<file path="src/rtl/control_div_pkg.sv">
// rtl/control_div_pkg.sv - shared divider constants, state encoding and strobe decode
package control_div_pkg;

    localparam int DIV_WIDTH = 16;

    typedef enum logic [2:0] {
        S_IDLE  = 3'd0,
        S_INIT  = 3'd1,
        S_SHIFT = 3'd2,
        S_CHECK = 3'd3,
        S_LOAD  = 3'd4,
        S_DONE  = 3'd5,
        S_ERROR = 3'd6
    } div_state_t;

    typedef struct packed {
        logic init;
        logic sh;
        logic lda;
        logic q_set;
        logic busy;
        logic done;
        logic err;
    } div_out_t;

    // Counter must hold the value WIDTH itself, hence one bit beyond $clog2.
    function automatic int cnt_width(input int width);
        return $clog2(width) + 1;
    endfunction

    function automatic div_out_t decode_outputs(input div_state_t s);
        div_out_t o;
        o = '0;
        case (s)
            S_INIT: begin
                o.init = 1'b1;
                o.busy = 1'b1;
            end
            S_SHIFT: begin
                o.sh   = 1'b1;
                o.busy = 1'b1;
            end
            S_CHECK: o.busy = 1'b1;
            S_LOAD: begin
                o.lda   = 1'b1;
                o.q_set = 1'b1;
                o.busy  = 1'b1;
            end
            S_DONE:  o.done = 1'b1;
            S_ERROR: begin
                o.done = 1'b1;
                o.err  = 1'b1;
            end
            default: o = '0;
        endcase
        return o;
    endfunction

endpackage

</file>
<file path="src/rtl/count_div.sv">
// rtl/count_div.sv - iteration down-counter with load, guarded decrement and zero flag
module count_div
    import control_div_pkg::*;
#(
    parameter int WIDTH = DIV_WIDTH,
    parameter int CW    = cnt_width(WIDTH)
) (
    input  logic          clk,
    input  logic          rst,
    input  logic          load,
    input  logic          dec,
    output logic [CW-1:0] count,
    output logic          zero
);

    // Decrement is suppressed at zero so the count never wraps.
    always_ff @(posedge clk) begin
        if (rst) begin
            count <= '0;
        end else if (load) begin
            count <= CW'(WIDTH);
        end else if (dec && !zero) begin
            count <= count - CW'(1);
        end
    end

    assign zero = (count == '0);

endmodule

</file>
<file path="src/rtl/control_div.sv">
// rtl/control_div.sv - restoring-divider control FSM with registered Moore strobes
module control_div
    import control_div_pkg::*;
#(
    parameter int WIDTH = DIV_WIDTH
) (
    input  logic clk,
    input  logic rst,
    input  logic START,
    input  logic MSB,
    input  logic DR_ZERO,
    output logic INIT,
    output logic SH,
    output logic LDA,
    output logic Q_SET,
    output logic BUSY,
    output logic DONE,
    output logic ERR
);

    localparam int CW = cnt_width(WIDTH);

    div_state_t    state;
    div_out_t      outs;
    logic [CW-1:0] count;
    logic          cnt_zero;
    logic          cnt_load;
    logic          cnt_dec;
    logic          last_iter;

    assign cnt_load  = (state == S_INIT);
    assign cnt_dec   = (state == S_CHECK);
    // In CHECK the count is still pre-decrement, so the last pass shows 1.
    assign last_iter = (count <= CW'(1));

    count_div #(
        .WIDTH (WIDTH),
        .CW    (CW)
    ) u_count (
        .clk   (clk),
        .rst   (rst),
        .load  (cnt_load),
        .dec   (cnt_dec),
        .count (count),
        .zero  (cnt_zero)
    );

    // Strobes are registered together with the state, so they are a pure
    // decode of the state register and settle well before the falling edge.
    always_ff @(posedge clk) begin
        if (rst) begin
            state <= S_IDLE;
            outs  <= '0;
        end else begin
            case (state)
                S_IDLE: begin
                    if (START) begin
                        state <= S_INIT;
                        outs  <= decode_outputs(S_INIT);
                    end
                end
                S_INIT: begin
                    if (DR_ZERO) begin
                        state <= S_ERROR;
                        outs  <= decode_outputs(S_ERROR);
                    end else begin
                        state <= S_SHIFT;
                        outs  <= decode_outputs(S_SHIFT);
                    end
                end
                S_SHIFT: begin
                    state <= S_CHECK;
                    outs  <= decode_outputs(S_CHECK);
                end
                S_CHECK: begin
                    if (!MSB) begin
                        state <= S_LOAD;
                        outs  <= decode_outputs(S_LOAD);
                    end else if (last_iter) begin
                        state <= S_DONE;
                        outs  <= decode_outputs(S_DONE);
                    end else begin
                        state <= S_SHIFT;
                        outs  <= decode_outputs(S_SHIFT);
                    end
                end
                S_LOAD: begin
                    if (cnt_zero) begin
                        state <= S_DONE;
                        outs  <= decode_outputs(S_DONE);
                    end else begin
                        state <= S_SHIFT;
                        outs  <= decode_outputs(S_SHIFT);
                    end
                end
                S_DONE, S_ERROR: begin
                    if (!START) begin
                        state <= S_IDLE;
                        outs  <= decode_outputs(S_IDLE);
                    end
                end
                default: begin
                    state <= S_IDLE;
                    outs  <= decode_outputs(S_IDLE);
                end
            endcase
        end
    end

    assign INIT  = outs.init;
    assign SH    = outs.sh;
    assign LDA   = outs.lda;
    assign Q_SET = outs.q_set;
    assign BUSY  = outs.busy;
    assign DONE  = outs.done;
    assign ERR   = outs.err;

endmodule

</file>
<file path="config.mk">
export PLATFORM = sky130hd
export DESIGN_NAME = control_div
export DESIGN_NICKNAME = d
export VERILOG_FILES = /design/src/rtl/control_div_pkg.sv /design/src/rtl/count_div.sv /design/src/rtl/control_div.sv
export SDC_FILE = /design/constraint.sdc
export NUM_CORES = 1
export LEC_CHECK = 0
export BUFFER_PORTS_ARGS = -buffer_cell sky130_fd_sc_hd__buf_2
export CORE_UTILIZATION = 54
export DETAILED_ROUTE_END_ITERATION = 16
export PLACE_DENSITY = 0.8
export SLEW_MARGIN = 20
export SYNTH_ARGS = -nofsm -noshare
export SYNTH_HDL_FRONTEND = slang
export SYNTH_SLANG_ARGS = --single-unit
</file>
<file path="constraint.sdc">
create_clock -name clk -period 2 [get_ports clk]
set_input_delay 0.1 -clock clk [delete_from_list [all_inputs] [get_ports clk]]
set_output_delay 0.1 -clock clk [all_outputs]
set_load 0.05 [all_outputs]
</file>
==> metrics.csv, run 1 <==
stage;metric;value;unit
worst_setup_path;cp_max_fo;5;
synthesis;yosysUniqueCellTypes;35;
worst_setup_path;crit_start;u_count.count[1];
global_routing;grt_overflow;0;
global_routing;grt_antenna_before_repair;0;
die;start_util;0.604;
clock_network;numCtsBuffers;3;
clock_network;cts_setup_buffers;0;
clock_network;h-tree-depth;1;
timing;rsz0062_at_grt;false;
placed_design;place_congestion;0.860;
timing;timing.slew.headroom;0.639;
timing;setup_violations;0;
global_routing;grt_start_max_net_pins;18;
die;rows;13;
clock_network;holdBufCountCts;0;
route;postRouteAntennaNets;0;
synthesis;seq_area_frac_synth;0.339;
synthesis;async_reset_ff_frac;0;
clock_network;clockBufferDepth;2;
worst_setup_path;critical_path.max_stage_delay;500;ps
route;drt_wl_total;2010;um
clock_network;cts.repair.resized;0;
die;die_h;41.1;um
synthesis;yosys-top-cells-area;dfxtp_1, nor2_1, ha_1, a31oi_1, o21ai_0;
worst_setup_path;cpMaxStageDelayCell;or4b_4;
worst_setup_path;path_cells;inv_1 > ha_1 > or4b_4 > and3_4 > o311ai_4 > a21oi_2;
cells_and_area;diodes;0;
global_routing;grt_pass1_vias;621;
die;fp.dieArea;1690;um^2
route;vias;814;
cells_and_area;fin_nets;121;
route;routedWlPerCell;15.8;um
pwr;pwr-share-clk;0.159;
global_routing;grt_usage;0.259;
worst_setup_path;crit_family;simple AND/OR/NAND/NOR gates;
synthesis;synth_commonest_cells;dfxtp_1, nor2_1, inv_1, nand2_1, o21ai_0;
synthesis;synthCells;100;
timing;worst_pin_slew;541;ps
synthesis;syn_nets;108;
job;max-cap-violations;0;
timing;min_period;1780;ps
worst_setup_path;start_kind;flip-flop;
worst_setup_path;cp_data_arrival_time;1950;ps
synthesis;synth_seq_cells;14;
synthesis;netlist_area;826;um^2
route;drc;0;
worst_setup_path;required;2180;ps
worst_setup_path;critPathCaptureType;flip-flop;
synthesis;yosysTopAreaCell;dfxtp_1;
placed_design;dp_slack;238;ps
min_path;hold_path_startpoint;rst;
global_routing;grt_first_pass_wirelength;2850;um
pwr;ir_drop;0.931;mV
pwr;swShare;0.461;
synthesis;synth_most_common_cell;dfxtp_1;
cells_and_area;n_fill_cell;123;
timing;setup_slack;223;ps
min_path;hold_path_class;in2reg;
clock_network;cts_root_buffer;clkbuf_4;
pwr;power_frac_comb;0.485;
outcome;status;complete, no violations;
pwr;powerDensity;1400;nW/um^2
synthesis;synth.top_cell.area_share;0.339;
route;vias_per_cell;6.41;
timing;fin_setup_tns;0;ps
placed_design;dpl.hpwl;1410;um
worst_setup_path;critPathKind;reg2reg;
worst_setup_path;path_buf_inv;1;
die;core_region_area;1370;um^2
clock_network;cts_tree;yes;
cells_and_area;postLayoutCoreUtil;0.679;
synthesis;synth.avg_cell_area;8.26;um^2
synthesis;synth-edff-count;0;
worst_setup_path;rrSetupSlack;220;ps
clock_network;clock_sinks;14;
timing;slew_violations;0;
clock_network;path_clk_slew;90;ps
worst_setup_path;r2r-start;u_count.count[1];
route;first_iter_violations;35;
synthesis;yosys_most_used_dff;dfxtp_1;
pwr;p_sw;600;uW
cells_and_area;drive_gt1_frac;0.205;
placed_design;port_buffers;11;
pwr;p_int;700;uW
pwr;sequentialPowerShare;0.356;
clock_network;insertion_delay;280;ps
route;dr.pass1.iters;4;
pwr;p_leak;0.000360;uW
timing;fin_worst_skew;8.25;ps
synthesis;yosysWarnings;0;
timing;clock.fmax;0.563;GHz
die;die_x;41.1;um
die;io_pins;12;
cells_and_area;syn2layout_area_growth;12.4;%
timing;hold_viol_final;0;
timing;post-route-period-util;0.888;
## stage by stage
stage	std cells	total power, uW	instance area [um^2]	hold slack, ps
6_report	127	1300	928	95.9
5_1_grt	127	1380	928	101
4_1_cts	127	1290	928	92.6
3_5_place_dp	123	1080	892	393
3_3_place_gp	123	1060	892	380
2_1_floorplan	100	933	826	248
## cell type report
class	instances	area [um^2]	area share
Clock buffer	4	36.3	0.0391
Inverter	6	22.5	0.0243
Sequential cell	14	280	0.302
Tap cell	15	18.8	0.0202
Timing Repair Buffer	13	70.1	0.0755
Multi-Input combinational cell	75	500	0.539
## logic make-up after synthesis
group                      after synthesis  synth area share
DFF                                     14             0.339
and+or+nand+nor                         38             0.247
adders and majority gates                3            0.0455
xor gates and xnor gates                 4            0.0424
buffers and inverters                   11            0.0545
AOI/OAI and AO/OA                       30             0.271
## worst paths after layout
kind / to / depth (start not counted)
setup / recovery: BUSY / 6
hold / removal: BUSY / 2
hold reg to reg: BUSY / 2
setup reg to reg: BUSY / 6
## per-layer routing
metal  track usage  up-vias  part of all wire
li1              -      389                 -
met1         0.352      394              0.45
met2         0.383       27              0.48
met3        0.0543        4             0.048
met4         0.129        0             0.011
met5             0        -                 0
## power by group through the flow
stage	logic [uW]	clock network, uW	registers (uW)
floorplan	400	0	533
global placement	602	0	457
detailed placement	621	0	464
CTS	625	210	459
global route	683	224	475
finish	631	207	462
## registers in the layout, indices dropped and copies added, names as in the netlist
register and flops:
ERR 1, BUSY 1, INIT 1, state 3, SH 1, u_count.count 5
LDA 1, DONE 1
## cell usage in the layout (no fill, tap or decap), types with 4 or more instances in the layout
cell type and count:
nand2_1 6, a21oi_1 5, a31oi_1 5, o21ai_0 6
dfxtp_1 14, nor2_1 13, nor3_1 4, inv_1 6
buf_2 11
(Power assumes the default switching activity.)
==> run 2, diff against run 1 <==
- PLACE_DENSITY: 0.8 -> unset
- PLACE_DENSITY_LB_ADDON: unset -> 0.12
==> run 2 against run 1 <==
Final cell count rose by 0.79%. Design area up 0.81%. Utilization grew 0.55 points. Via count down 3.2%. Non-clock buffer count is 1 higher. Maximum frequency shrank 1.7%. Clock power is essentially flat. Sequential power decreased by 5.4%. Sequential cell count did not move. Sequential share of layout area decreased by 0.24 points. Critical endpoint unchanged. Largest cell class unchanged. Largest power group unchanged.
==> metrics.csv, run 2 (synthesis results as in run 1) <==
stage;metric;value;unit;change
clock_network;clockBufferDepth;2;;unchanged
clock_network;path_clk_slew;90;ps;about the same
worst_setup_path;start_kind;flip-flop;;
pwr;p_total;1310;uW;+0.60%
timing;rsz0062_at_grt;false;;
clock_network;holdBufCountCts;0;;unchanged
clock_network;insertion_delay;290;ps;about the same
timing;min_period;1810;ps;+30.6 ps
outcome;status;complete, no violations;;
cells_and_area;drive_gt1_frac;0.212;;+0.00703
pwr;p_leak;0.000365;uW;+1.5%
worst_setup_path;cp_data_arrival_time;1980;ps;+30 ps
placed_design;place_congestion;0.822;;-4.3%
global_routing;grt_start_max_net_pins;18;;unchanged
die;die_x;41.1;um;unchanged
cells_and_area;fin_nets;122;;+0.83%
clock_network;cts.repair.resized;0;;unchanged
route;drc;0;;unchanged
clock_network;cts_tree;yes;;
global_routing;grt_first_pass_wirelength;2780;um;-2.4%
clock_network;numCtsBuffers;3;;unchanged
placed_design;placed_area;900;um^2;+0.84%
worst_setup_path;critPathKind;reg2reg;;
timing;worst_pin_slew;494;ps;-46.6 ps
cells_and_area;top_register;u_count.count;;
job;max-cap-violations;0;;unchanged
min_path;hold_path_class;in2reg;;
global_routing;grt_usage;0.257;;-0.00195
clock_network;clock_sinks;14;;unchanged
cells_and_area;diodes;0;;unchanged
die;core_region_area;1370;um^2;unchanged
die;rows;13;;unchanged
timing;hold_ws;95.5;ps;-0.358 ps
timing;post-route-period-util;0.904;;+0.0153
placed_design;dp_slack;230;ps;-7.55 ps
clock_network;cts_setup_buffers;0;;unchanged
timing;hold_viol_final;0;;unchanged
pwr;powerDensity;1400;nW/um^2;-0.21%
cells_and_area;fin_area;936;um^2;+0.81%
timing;timing.slew.headroom;0.670;;+0.0311
timing;fin_worst_skew;8.22;ps;-0.0274 ps
timing;setup_violations;0;;unchanged
global_routing;grt_pass1_vias;598;;-3.7%
die;start_util;0.604;;unchanged
worst_setup_path;required;2170;ps;about the same
worst_setup_path;critPathCaptureType;flip-flop;;
die;io_pins;12;;unchanged
route;first_iter_violations;22;;-37%
global_routing;grt_antenna_before_repair;0;;unchanged
die;die_h;41.1;um;unchanged
cells_and_area;largest_reg_flops;5;;unchanged
cells_and_area;final_common_cell;dfxtp_1;;
cells_and_area;final_cell_mix;dfxtp_1, nor2_1, buf_2;;
timing;fin_setup_tns;0;ps;unchanged
pwr;ir_drop;0.921;mV;-1.1%
clock_network;cts_root_buffer;clkbuf_4;;
global_routing;grt_overflow;0;;unchanged
clock_network;h-tree-depth;1;;unchanged
placed_design;port_buffers;11;;unchanged
placed_design;dpl.hpwl;1320;um;-6.7%
route;vias;788;;-3.2%
timing;slew_violations;0;;unchanged
cells_and_area;syn2layout_area_growth;13.3;%;
timing;setup_slack;193;ps;-30.6 ps
timing;clock.fmax;0.553;GHz;-1.7%
route;dr.pass1.iters;4;;unchanged
cells_and_area;top_regs;u_count.count x5, state x3;;
route;routedWlPerCell;14.2;um;-10%
route;postRouteAntennaNets;0;;unchanged
die;fp.dieArea;1690;um^2;unchanged
worst_setup_path;cp_max_fo;5;;unchanged
route;drt_wl_total;1820;um;-9.4%
route;vias_per_cell;6.16;;-4.0%
## run 2: cell types whose count changed in the layout (fill, tap and decap cells not counted)
cell   change
buf_4      +1
## run 2: cell type report
class / count / area (um^2)
Clock buffer: 4 / 36.3
Fill cell: 129 / 430
Inverter: 6 / 22.5
Multi-Input combinational cell: 75 / 500
Sequential cell: 14 / 280
Tap cell: 15 / 18.8
Timing Repair Buffer: 14 / 77.6
## run 2: power breakdown
group	switching, uW	total [uW]	internal (uW)
Clock	97.4	208	111
Combinational	411	662	252
Sequential	87.2	437	350
## run 2: path summary, 6_finish.rpt
path / from / to / slack (ps) / cells past startpoint
worst max register to register: u_count.count[0] / BUSY / 190 / 6
worst min-delay path: rst / BUSY / 100 / 2
worst min register to register: BUSY / BUSY / 480 / 2
worst max-delay path: u_count.count[0] / BUSY / 190 / 6
## run 2: critical path, stage by stage, from the launching register on
cell	delay, ps
dfxtp_1	370
inv_1	100
ha_1	150
or4b_4	500
and3_4	210
o311ai_4	290
a21oi_2	80
## run 2: per-layer routing
metal / wire length [um] / track usage
met1: 852 / 0.353
met2: 828 / 0.383
met3: 123 / 0.0815
met4: 14 / 0.0726
met5: 0 / 0
## run 2: through the flow
| step | instances | util |
|---|---|---|
| after floorplan | 100 | - |
| after global placement | 124 | 0.658 |
| after detailed placement | 124 | 0.658 |
| after CTS | 128 | 0.685 |
| after global routing | 128 | 0.685 |
| final | 128 | 0.685 |
==> run 3, diff against run 2 <==
- SETUP_SLACK_MARGIN: unset -> 0.3
==> run 3 against run 2 <==
Routed wire length is 12% higher. Sequential cell count stayed put. Critical path depth stayed put. Clock-buffer cell count stayed put. Utilization is 3.9 points higher. Design area is 5.7% higher. Sequential share of layout area is 1.1 points lower. Largest cell class unchanged. Global-route usage is 0.31 points higher.
==> metrics.csv, run 3 (synthesis results as in run 1) <==
stage;metric;value;unit;change
route;drc;0;;unchanged
pwr;p_total;1350;uW;+3.0%
timing;timing.slew.headroom;0.641;;-0.0288
worst_setup_path;rrSetupSlack;280;ps;+90 ps
cells_and_area;drive_gt1_frac;0.282;;+0.0697
worst_setup_path;critPathKind;reg2reg;;
cells_and_area;syn2layout_area_growth;19.8;%;
job;max-cap-violations;0;;unchanged
timing;worst_pin_slew;533;ps;+38.3 ps
timing;setup_violations;0;;unchanged
timing;fin_worst_skew;7.19;ps;-1.03 ps
route;postRouteAntennaNets;0;;unchanged
route;vias;817;;+3.7%
placed_design;dp_slack;230;ps;unchanged
die;start_util;0.604;;unchanged
clock_network;clock_sinks;14;;unchanged
cells_and_area;largest_reg_flops;5;;unchanged
worst_setup_path;rr_worst_depth;6;;unchanged
global_routing;grt_first_pass_wirelength;2820;um;+1.3%
cells_and_area;diodes;0;;unchanged
placed_design;place_congestion;0.822;;unchanged
placed_design;dpl.hpwl;1320;um;unchanged
clock_network;path_clk_slew;90;ps;about the same
min_path;min_to;BUSY;;
route;vias_per_cell;6.19;;+0.54%
route;routedWlPerCell;15.4;um;+8.4%
timing;slew_violations;0;;unchanged
clock_network;insertion_delay;290;ps;about the same
worst_setup_path;r2r-end;BUSY;;
die;die_x;41.1;um;unchanged
timing;hold_viol_final;0;;unchanged
min_path;hold_path_startpoint;rst;;
pwr;powerDensity;1360;nW/um^2;-2.6%
worst_setup_path;start_kind;flip-flop;;
min_path;hold_path_class;in2reg;;
cells_and_area;fin_nets;126;;+3.3%
clock_network;cts_root_buffer;clkbuf_4;;
worst_setup_path;r2r-start;u_count.count[0];;
timing;setup_slack;285;ps;+92.1 ps
cells_and_area;postLayoutCoreUtil;0.724;;+0.0394
die;core_region_area;1370;um^2;unchanged
route;first_iter_violations;30;;+36%
worst_setup_path;critPathCaptureType;flip-flop;;
die;die_h;41.1;um;unchanged
cells_and_area;final_cell_mix;nor2_1, dfxtp_1, buf_2;;
placed_design;port_buffers;11;;unchanged
pwr;p_leak;0.000391;uW;+7.1%
timing;rsz0062_at_grt;true;;
global_routing;grt_overflow;0;;unchanged
min_path;hold_depth;2;;unchanged
timing;hold_ws;96.2;ps;+0.659 ps
die;rows;13;;unchanged
route;drt_wl_total;2030;um;+12%
clock_network;holdBufCountCts;0;;unchanged
clock_network;cts_tree;yes;;
route;dr.pass1.iters;4;;unchanged
clock_network;clockBufferDepth;2;;unchanged
global_routing;grt_usage;0.260;;+0.00306
clock_network;numCtsBuffers;3;;unchanged
timing;min_period;1720;ps;-92.1 ps
die;fp.dieArea;1690;um^2;unchanged
global_routing;grt_start_max_net_pins;18;;unchanged
cells_and_area;top_regs;u_count.count x5, state x3;;
pwr;ir_drop;0.927;mV;+0.57%
worst_setup_path;cp_max_fo;5;;unchanged
cells_and_area;top_register;u_count.count;;
die;io_pins;12;;unchanged
outcome;status;complete, no violations;;
timing;fin_setup_tns;0;ps;unchanged
timing;clock.fmax;0.583;GHz;+5.4%
clock_network;h-tree-depth;1;;unchanged
global_routing;grt_antenna_before_repair;0;;unchanged
worst_setup_path;required;2180;ps;about the same
cells_and_area;final_common_cell;nor2_1;;
global_routing;grt_pass1_vias;609;;+1.8%
worst_setup_path;crit_start;u_count.count[0];;
timing;post-route-period-util;0.858;;-0.0460
worst_setup_path;cp_data_arrival_time;1890;ps;-90 ps
==> run 3: changes by cell type in the layout (fill, tap and decap cells not counted) <==
cell,before,now
dfxtp_4,0,1
dfxtp_2,0,1
buf_6,0,1
inv_1,6,4
buf_4,3,6
dfxtp_1,14,12
inv_4,0,1
ha_4,0,1
ha_1,3,2
inv_2,0,1
==> run 3: worst max-delay path by stage <==
stage	end	slack [ps]	cells past startpoint
after global routing	BUSY	280	6
after detailed placement	BUSY	230	6
after CTS	BUSY	320	6
after floorplan	BUSY	320	6
final	BUSY	280	6
after global placement	BUSY	290	6
==> run 3: metrics by stage <==
step | instances | area, um^2
floorplan | 100 | 826
global route | 132 | 990
global placement | 124 | 900
detailed placement | 124 | 900
finish | 132 | 990
CTS | 129 | 947
==> run 3: cell type report <==
type	count	area [um^2]
Tap cell	15	18.8
Multi-Input combinational cell	75	513
Inverter	6	25.0
Fill cell	119	377
Timing Repair Buffer	18	111
Sequential cell	14	285
Clock buffer	4	36.3
==> run 3: power by group <==
group	total [uW]	internal [uW]	switching, uW
sequential	438	349	89.2
combinational	699	271	428
clock	210	111	98.8
total	1350	731	616
==> run 3: critical path, cell delays in order, from the launching register on <==
cell,delay [ps]
dfxtp_4,380
inv_4,70
ha_4,120
or4b_4,470
and3_4,200
o311ai_4,280
a21oi_2,90
==> run 3: metal layers <==
metal / vias up / share of wire / wire length (um) / GRT usage
li1: 400 / - / - / -
met1: 389 / 0.46 / 941 / 0.349
met2: 22 / 0.48 / 973 / 0.398
met3: 6 / 0.040 / 82 / 0.0815
met4: 0 / 0.018 / 36 / 0.0726
met5: - / 0 / 0 / 0
==> run 3: timing repair <==
item / in CTS / in global routing
pin swaps: 1 / 3
setup endpoints to repair: 1 / 6
gates cloned: 0 / 0
setup buffers: 1 / 3
gates resized for setup: 3 / 6
